[src/rtl/mem_access_stage.sv]
// mem_access_stage -- RV32I pipeline stage 3 (memory access).
//
// Takes the execute-stage record plus its memory sideband, runs loads and
// stores on a req/gnt/rvalid data-memory port, formats load data and
// registers the result into the write-back record. Holds the upstream
// pipeline (stall) while an access is outstanding.
//
// Ports:
//   clk, rst            clock (rising edge), asynchronous active-high reset
//   in_valid, in_bus    execute-stage record (ex_out = address, rf_rdata2 = store data)
//   mem_rd, mem_wr      load / store strobes (mutually exclusive)
//   mem_size, mem_uns   access size (0 byte, 1 half, 2 word), zero-extend load
//   stall               upstream must hold its inputs stable
//   out_valid, out_bus  write-back record
//   dmem                data-memory port (master side of mem_access_stage_if)
//   bus_err             one-cycle pulse: access aborted by timeout
//   misalign            one-cycle pulse: misaligned access trapped
//
// Build option: define MEM_MISALIGN_TRAP_EN to trap misaligned half/word
// accesses instead of silently aligning the address.

package mem_access_stage_pkg;

    typedef struct packed {
        logic        rf_wr_en;
        logic [4:0]  rd;
        logic [1:0]  sel_rf_wr;
        logic        sel_pc;
        logic        cmp_out;
        logic [31:0] inc_pc;
        logic        ecall;
        logic        sel_res;
        logic [31:0] ex_out;
        logic [31:0] rf_rdata2;
    } bus_stage2;

    typedef struct packed {
        logic        rf_wr_en;
        logic [4:0]  rd;
        logic [1:0]  sel_rf_wr;
        logic        sel_pc;
        logic        cmp_out;
        logic [31:0] inc_pc;
        logic        ecall;
        logic [31:0] result;
    } bus_stage3;

endpackage

module mem_access_stage
    import mem_access_stage_pkg::*;
#(
    parameter int TIMEOUT_CYCLES = 255,
    parameter int CNT_W          = 8
) (
    input  logic                 clk,
    input  logic                 rst,
    input  logic                 in_valid,
    input  bus_stage2            in_bus,
    input  logic                 mem_rd,
    input  logic                 mem_wr,
    input  logic [1:0]           mem_size,
    input  logic                 mem_uns,
    output logic                 stall,
    output logic                 out_valid,
    output bus_stage3            out_bus,
    mem_access_stage_if.master   dmem,
    output logic                 bus_err,
    output logic                 misalign
);

    typedef enum logic {IDLE, WAIT} state_t;

    state_t           state_q, state_d;
    logic [CNT_W-1:0] cnt_q;

    logic        mem_op;
    logic        trap;
    logic        timeout;
    logic        req;
    logic        store_done;
    logic        load_done;
    logic        complete;
    logic        is_word;
    logic        is_half;
    logic [31:0] addr;
    logic [1:0]  a;
    logic [31:0] wdata;
    logic [3:0]  be;
    logic [31:0] ld_shift;
    logic [31:0] ld_data;

    assign mem_op  = in_valid & (mem_rd | mem_wr);
    // size 3 is not a legal encoding; treat it as a word
    assign is_word = mem_size[1];
    assign is_half = (mem_size == 2'd1);

`ifdef MEM_MISALIGN_TRAP_EN
    assign trap = mem_op & ((is_word & (in_bus.ex_out[1:0] != 2'b00)) |
                            (is_half & in_bus.ex_out[0]));
    assign addr = in_bus.ex_out;
`else
    assign trap = 1'b0;
    // Misaligned accesses are forced onto their natural boundary.
    always_comb begin
        addr = in_bus.ex_out;
        if (is_word)      addr[1:0] = 2'b00;
        else if (is_half) addr[0]   = 1'b0;
    end
`endif

    assign a = addr[1:0];

    // Store lane replication and byte enables (loads use the same enables)
    always_comb begin
        wdata = in_bus.rf_rdata2;
        be    = 4'hF;
        if (is_word) begin
            wdata = in_bus.rf_rdata2;
            be    = 4'hF;
        end else if (is_half) begin
            wdata = {2{in_bus.rf_rdata2[15:0]}};
            be    = 4'b0011 << a;
        end else begin
            wdata = {4{in_bus.rf_rdata2[7:0]}};
            be    = 4'b0001 << a;
        end
    end

    // Load alignment and extension
    assign ld_shift = dmem.dmem_rdata >> {a, 3'b000};

    always_comb begin
        ld_data = ld_shift;
        if (is_half)
            ld_data = {{16{~mem_uns & ld_shift[15]}}, ld_shift[15:0]};
        else if (!is_word)
            ld_data = {{24{~mem_uns & ld_shift[7]}}, ld_shift[7:0]};
    end

    assign timeout = mem_op & (cnt_q == CNT_W'(TIMEOUT_CYCLES));

    // FSM next state and completion
    always_comb begin
        state_d    = state_q;
        store_done = 1'b0;
        load_done  = 1'b0;
        req        = mem_op & (state_q == IDLE) & ~trap & ~rst;
        case (state_q)
            IDLE: begin
                store_done = req & mem_wr & dmem.dmem_gnt;
                if (req & mem_rd & dmem.dmem_gnt)
                    state_d = WAIT;
            end
            WAIT: begin
                // gnt is meaningless here; only rvalid ends the load
                load_done = in_valid & mem_rd & dmem.dmem_rvalid;
                if (load_done)
                    state_d = IDLE;
            end
            default: state_d = IDLE;
        endcase
        if (timeout)
            state_d = IDLE;
        complete = (in_valid & ~mem_op) | trap | store_done | load_done | timeout;
        stall    = mem_op & ~complete;
    end

    assign dmem.dmem_req   = req;
    assign dmem.dmem_we    = mem_wr;
    assign dmem.dmem_addr  = addr;
    assign dmem.dmem_wdata = wdata;
    assign dmem.dmem_be    = be;

    always_ff @(posedge clk or posedge rst) begin
        if (rst) begin
            state_q   <= IDLE;
            cnt_q     <= '0;
            out_valid <= 1'b0;
            out_bus   <= '0;
            bus_err   <= 1'b0;
            misalign  <= 1'b0;
        end else begin
            state_q   <= state_d;
            out_valid <= complete;
            bus_err   <= timeout;
            misalign  <= trap;

            if (complete)   cnt_q <= '0;
            else if (stall) cnt_q <= cnt_q + 1'b1;

            if (complete) begin
                out_bus.rf_wr_en  <= in_bus.rf_wr_en & ~timeout & ~trap;
                out_bus.rd        <= in_bus.rd;
                out_bus.sel_rf_wr <= in_bus.sel_rf_wr;
                out_bus.sel_pc    <= in_bus.sel_pc;
                out_bus.cmp_out   <= in_bus.cmp_out;
                out_bus.inc_pc    <= in_bus.inc_pc;
                out_bus.ecall     <= in_bus.ecall;
                if (timeout | trap)
                    out_bus.result <= 32'h0;
                else if (in_bus.sel_res)
                    out_bus.result <= ld_data;
                else
                    out_bus.result <= in_bus.ex_out;
            end else begin
                // bubble: only the side-effecting fields need clearing
                out_bus.rf_wr_en <= 1'b0;
                out_bus.ecall    <= 1'b0;
            end
        end
    end

endmodule

[src/rtl/mem_access_stage_if.sv]
// mem_access_stage_if -- data-memory request/grant/rvalid port.
//
// master: the pipeline stage (drives request, address, data, enables)
// slave : the data memory (drives grant, read-valid, read data)

interface mem_access_stage_if;
    logic        dmem_req;
    logic        dmem_we;
    logic [31:0] dmem_addr;
    logic [31:0] dmem_wdata;
    logic [3:0]  dmem_be;
    logic        dmem_gnt;
    logic        dmem_rvalid;
    logic [31:0] dmem_rdata;

    modport master (
        output dmem_req, dmem_we, dmem_addr, dmem_wdata, dmem_be,
        input  dmem_gnt, dmem_rvalid, dmem_rdata
    );

    modport slave (
        input  dmem_req, dmem_we, dmem_addr, dmem_wdata, dmem_be,
        output dmem_gnt, dmem_rvalid, dmem_rdata
    );
endinterface

[src/flat_wrapper.sv]
// flat-port wrapper written by rule: the top's interface ports become plain ports
module mem_access_stage_flat import mem_access_stage_pkg::*;
#(
    parameter int TIMEOUT_CYCLES = 255,
    parameter int CNT_W          = 8
)
  (clk, rst, in_valid, in_bus, mem_rd, mem_wr, mem_size, mem_uns, stall, out_valid, out_bus, bus_err, misalign, dmem_dmem_req, dmem_dmem_we, dmem_dmem_addr, dmem_dmem_wdata, dmem_dmem_be, dmem_dmem_gnt, dmem_dmem_rvalid, dmem_dmem_rdata);
  mem_access_stage_if dmem_i ();
  input  logic clk;
  input  logic rst;
  input  logic in_valid;
  input  bus_stage2 in_bus;
  input  logic mem_rd;
  input  logic mem_wr;
  input  logic [1:0] mem_size;
  input  logic mem_uns;
  output logic stall;
  output logic out_valid;
  output bus_stage3 out_bus;
  output logic bus_err;
  output logic misalign;
  output wire logic [$bits(dmem_i.dmem_req)-1:0] dmem_dmem_req;
  output wire logic [$bits(dmem_i.dmem_we)-1:0] dmem_dmem_we;
  output wire logic [$bits(dmem_i.dmem_addr)-1:0] dmem_dmem_addr;
  output wire logic [$bits(dmem_i.dmem_wdata)-1:0] dmem_dmem_wdata;
  output wire logic [$bits(dmem_i.dmem_be)-1:0] dmem_dmem_be;
  input wire logic [$bits(dmem_i.dmem_gnt)-1:0] dmem_dmem_gnt;
  input wire logic [$bits(dmem_i.dmem_rvalid)-1:0] dmem_dmem_rvalid;
  input wire logic [$bits(dmem_i.dmem_rdata)-1:0] dmem_dmem_rdata;
  assign dmem_dmem_req = dmem_i.dmem_req;
  assign dmem_dmem_we = dmem_i.dmem_we;
  assign dmem_dmem_addr = dmem_i.dmem_addr;
  assign dmem_dmem_wdata = dmem_i.dmem_wdata;
  assign dmem_dmem_be = dmem_i.dmem_be;
  assign dmem_i.dmem_gnt = dmem_dmem_gnt;
  assign dmem_i.dmem_rvalid = dmem_dmem_rvalid;
  assign dmem_i.dmem_rdata = dmem_dmem_rdata;
  mem_access_stage #(.TIMEOUT_CYCLES(TIMEOUT_CYCLES), .CNT_W(CNT_W)) u_core (.clk(clk), .rst(rst), .in_valid(in_valid), .in_bus(in_bus), .mem_rd(mem_rd), .mem_wr(mem_wr), .mem_size(mem_size), .mem_uns(mem_uns), .stall(stall), .out_valid(out_valid), .out_bus(out_bus), .dmem(dmem_i), .bus_err(bus_err), .misalign(misalign));
endmodule
[config.mk]
export PLATFORM = sky130hd
export DESIGN_NAME = mem_access_stage_flat
export DESIGN_NICKNAME = d
export VERILOG_FILES = /design/src/rtl/mem_access_stage.sv /design/src/rtl/mem_access_stage_if.sv /design/src/flat_wrapper.sv
export SDC_FILE = /design/constraint.sdc
export NUM_CORES = 1
export LEC_CHECK = 0
export CAP_MARGIN = 20
export CORE_AREA = 2 2 115 117
export CTS_CLUSTER_DIAMETER = 50
export DETAILED_ROUTE_END_ITERATION = 12
export DIE_AREA = 0 0 117 119
export GPL_ROUTABILITY_DRIVEN = 1
export GPL_TIMING_DRIVEN = 0
export PLACE_DENSITY = 0.85
export SLEW_MARGIN = 20
export SYNTH_ARGS = -nofsm -noshare
export SYNTH_HDL_FRONTEND = slang
export SYNTH_SLANG_ARGS = --single-unit
[constraint.sdc]
create_clock -name clk -period 4.5 [get_ports clk]
set_input_delay 1.125 -clock clk [delete_from_list [all_inputs] [get_ports clk]]
set_output_delay 1.125 -clock clk [all_outputs]
set_load 0.05 [all_outputs]
==> flow_summary_export.csv, run 1 <==
group,metric,value,unit
routing,drt_iter0_markers,253,
place,dp_hpwl,14890,um
place,dpl_worst_slack,-0.05879,ns
pwr,powerDensity,457.7,mW/mm^2
critical_path,max_stage_delay,0.89,ns
critical_path,reg2reg_depth,9,
critical_path,path_cells,"clkdlybuf4s50_1, nor2b_1, o21ai_0, clkdlybuf4s50_1",
grt,overflow,0,
floorplan,die_w,117,um
floorplan,chipHeight,119,um
critical_path,cp.arrival,3.31,ns
layout,layout-drive-gt1-share,0.1949,
critical_path,cpMaxStageDelayCell,"clkdlybuf4s50_1",
sta,post-route-period-util,0.9853,
logic_synthesis,synth_top_family_by_area,"compound AO/OA/AOI/OAI gates",
floorplan,start_util,0.3791,
cts,insertion_delay,0.34,ns
layout,nNetsFinal,931,
cts,htreeDepth,3,
cts,root_buffer,"clkbuf_16",
layout,seqCellArea,0.002152,mm^2
hold_path,hold_depth,2,
routing,drt_wl_total,18390,um
layout,multi_input_area,0.002217,mm^2
cts,numCtsBuffers,9,
grt,grt_usage,0.2567,
sta,final_critical_path_setup_slack,0.06620,ns
logic_synthesis,synth.area.mux_share,0.1566,
critical_path,critPathCaptureType,"output pin",
floorplan,die_area,0.01392,mm^2
cts,cts_hold_buffers,0,
floorplan,coreArea,0.01287,mm^2
cts,cts.clk_slew.worst_paths,0.06,ns
sta,setup_viol,0,
routing,drtAntennaViolNets,0,
logic_synthesis,yosys.area_share.xor_xnor,0.01077,
layout,area_growth,71.44,%
routing,drc,0,
pwr,power.leakage,3.487,nW
sta,rsz0062_at_grt,"no",
logic_synthesis,ys_seq_area_frac,0.4409,
place,gp_congestion,0.8846,
logic_synthesis,synth_area,0.004881,mm^2
run,drv_cap,0,
sta,min_period,4.434,ns
logic_synthesis,synthAdderAreaFrac,0.002563,
critical_path,crit_top_cell,"clkdlybuf4s50_1",
routing,num_vias,5027,
logic_synthesis,synth_compound_area_frac,0.1689,
pwr,finalPower,3.830,mW
sta,slew_violations,0,
critical_path,path_class,"in2out",
routing,viasPerCell,5.231,
sta,clock_skew,0.01002,ns
logic_synthesis,avgSynthCellArea,10.30,um^2
logic_synthesis,syn-num-nets,625,
sta,worst_pin_slew,0.8260,ns
logic_synthesis,ys.flop_type,"dfrtp_1",
sta,fmax,225.5,MHz
layout,fillers,1036,
place,io_buffers,294,
grt,grt_max_degree,47,
cts,clockBufferDepth,2,
grt,grt_pass1_vias,5263,
logic_synthesis,synthArstFlopShare,1.000,
grt,antenna_found_initial,1,
floorplan,io_pins,299,
critical_path,start_kind,"input pin",
outcome,outcome,"finished clean",
place,placedInstanceArea,0.008066,mm^2
logic_synthesis,synth-simple-area-share,0.1146,
logic_synthesis,netlist_top_cells_area,"dfrtp_1 (44%), mux2_2 (14%), buf_4 (6.6%), nand2_1 (4.4%), a32oi_1 (3.8%)",
logic_synthesis,synth_edf_count,0,
layout,finish.instance_area,0.008368,mm^2
hold_path,hp-class,"reg2reg",
logic_synthesis,synth.distinct_cells,54,
logic_synthesis,yosysTopAreaCellShare,0.4409,
cts,cts_setup_buffers,0,
layout,antenna_cells,0,
critical_path,critPathMaxFanout,9,
cts,cts_tree,"yes",
critical_path,cp.required,3.38,ns
floorplan,rows,42,
logic_synthesis,synth_top_area_cell,"dfrtp_1",
routing,dr.pass1.iters,4,
pwr,ir_worst_vdd,0.0002246,V
logic_synthesis,ys_ff_latch,86,
cts,clock_sinks,86,
sta,slew_headroom,0.4473,
routing,wl_per_cell,19.14,um
logic_synthesis,yosys_warnings,0,
logic_synthesis,synthCells,474,
sta,hold_violations,0,
grt,grt_pass1_wl,27210,um
placed cells by master, fill, tap and decap left out, types with 6 or more instances in the layout:
master,synthesis,routed
dfrtp_1,86,86
nor2_1,31,31
o2111ai_1,7,7
buf_2,10,11
clkbuf_16,0,9
nor3_1,7,7
o221ai_1,6,6
a32oi_1,21,21
mux2i_1,10,10
buf_4,43,43
nand2_1,57,57
o21ai_0,23,23
clkdlybuf4s50_1,0,291
mux2_2,59,59
o22ai_1,13,13
inv_1,8,7
clkbuf_1,16,16
o21ai_2,10,10
power by group:
| group | total, mW | internal, mW | switching, mW |
|---|---|---|---|
| Sequential | 1.09 | 0.980 | 0.114 |
| Combinational | 1.98 | 0.736 | 1.25 |
| Clock | 0.752 | 0.435 | 0.317 |
worst max-delay path, delay by kind of cell:
| family | cells | cell delay, ns |
|---|---|---|
| buffers and inverters | 2 | 1.49 |
| AOI/OAI and AO/OA | 1 | 0.38 |
| and+or+nand+nor | 1 | 0.30 |
cells by family (layout without fill, tap and decap cells):
family                     Yosys count  count (layout)
AOI/OAI and AO/OA                  106             106
buffers and inverters               84             395
DFF                                 86              86
muxes                               69              69
other                                1               1
adders and majority gates            1               1
xor gates and xnor gates             6               6
and+or+nand+nor                    121             121
worst paths after layout:
| path | from | to | slack, ns |
|---|---|---|---|
| min in group asynchronous | rst | u_core.out_bus[32] | 1.26 |
| max in group asynchronous | rst | u_core.out_bus[49] | 2.61 |
| setup / recovery | in_bus[32] | dmem_dmem_be[0] | 0.07 |
| hold reg to reg | u_core.out_bus[3] | u_core.out_bus[3] | 0.48 |
| hold / removal | u_core.out_bus[3] | u_core.out_bus[3] | 0.48 |
| setup reg to reg | u_core.cnt_q[0] | u_core.out_bus[10] | 2.10 |
cell type report:
cell class / count / area share
inverters: 10 / 0.004785
plain buffers: 74 / 0.05697
multi-input cells: 304 / 0.2650
clock buffers: 10 / 0.02736
flip-flops and latches: 86 / 0.2572
clock inverters: 6 / 0.008373
repair buffers: 295 / 0.3541
well taps: 176 / 0.02632
layer usage:
layer  vias up  share of wire  global-route usage  wire length, um
li1       2291              -                   -                -
met1      2414           0.36              0.2685             6536
met2       282           0.52              0.4776             9597
met3        38          0.094             0.07176             1731
met4         2          0.028             0.09559              509
met5         -        0.00076                   0               14
flip-flops by register name (all words and copies together), names as in the netlist:
signal and flops:
u_core.bus_err 1, u_core.state_q 1, u_core.out_bus 75, u_core.out_valid 1, u_core.cnt_q 8
per-stage QoR:
step	TNS, ns	util	hold WS, ns	instances
final	0	0.6500	0.4805	961
after global routing	0	0.6500	0.5122	961
after global placement	-16.07	0.6248	0.4657	944
after detailed placement	-0.08802	0.6265	0.4707	945
after CTS	0	0.6497	0.4844	961
after floorplan	0	-	0.5006	474
cells in the mapped netlist, types with 8 or more instances:
cell type  count
inv_1          8
a32oi_1       21
o22ai_1       13
dfrtp_1       86
mux2_2        59
nand2_1       57
buf_4         43
mux2i_1       10
o21ai_0       23
clkbuf_1      16
buf_2         10
o21ai_2       10
nor2_1        31
timing repair:
item,in CTS,in global routing
setup endpoints to repair,5,2
gates resized for setup,3,3
endpoints found under the hold margin,0,0
(Power assumes the default switching activity.)
==> inputs of run 2 (changes only) <==
- CTS_CLUSTER_SIZE: not set -> 16
- HOLD_SLACK_MARGIN: not set -> 0.06
==> results of run 2 <==
Same layout as run 1: the final DEF is identical, and so are final timing and power.
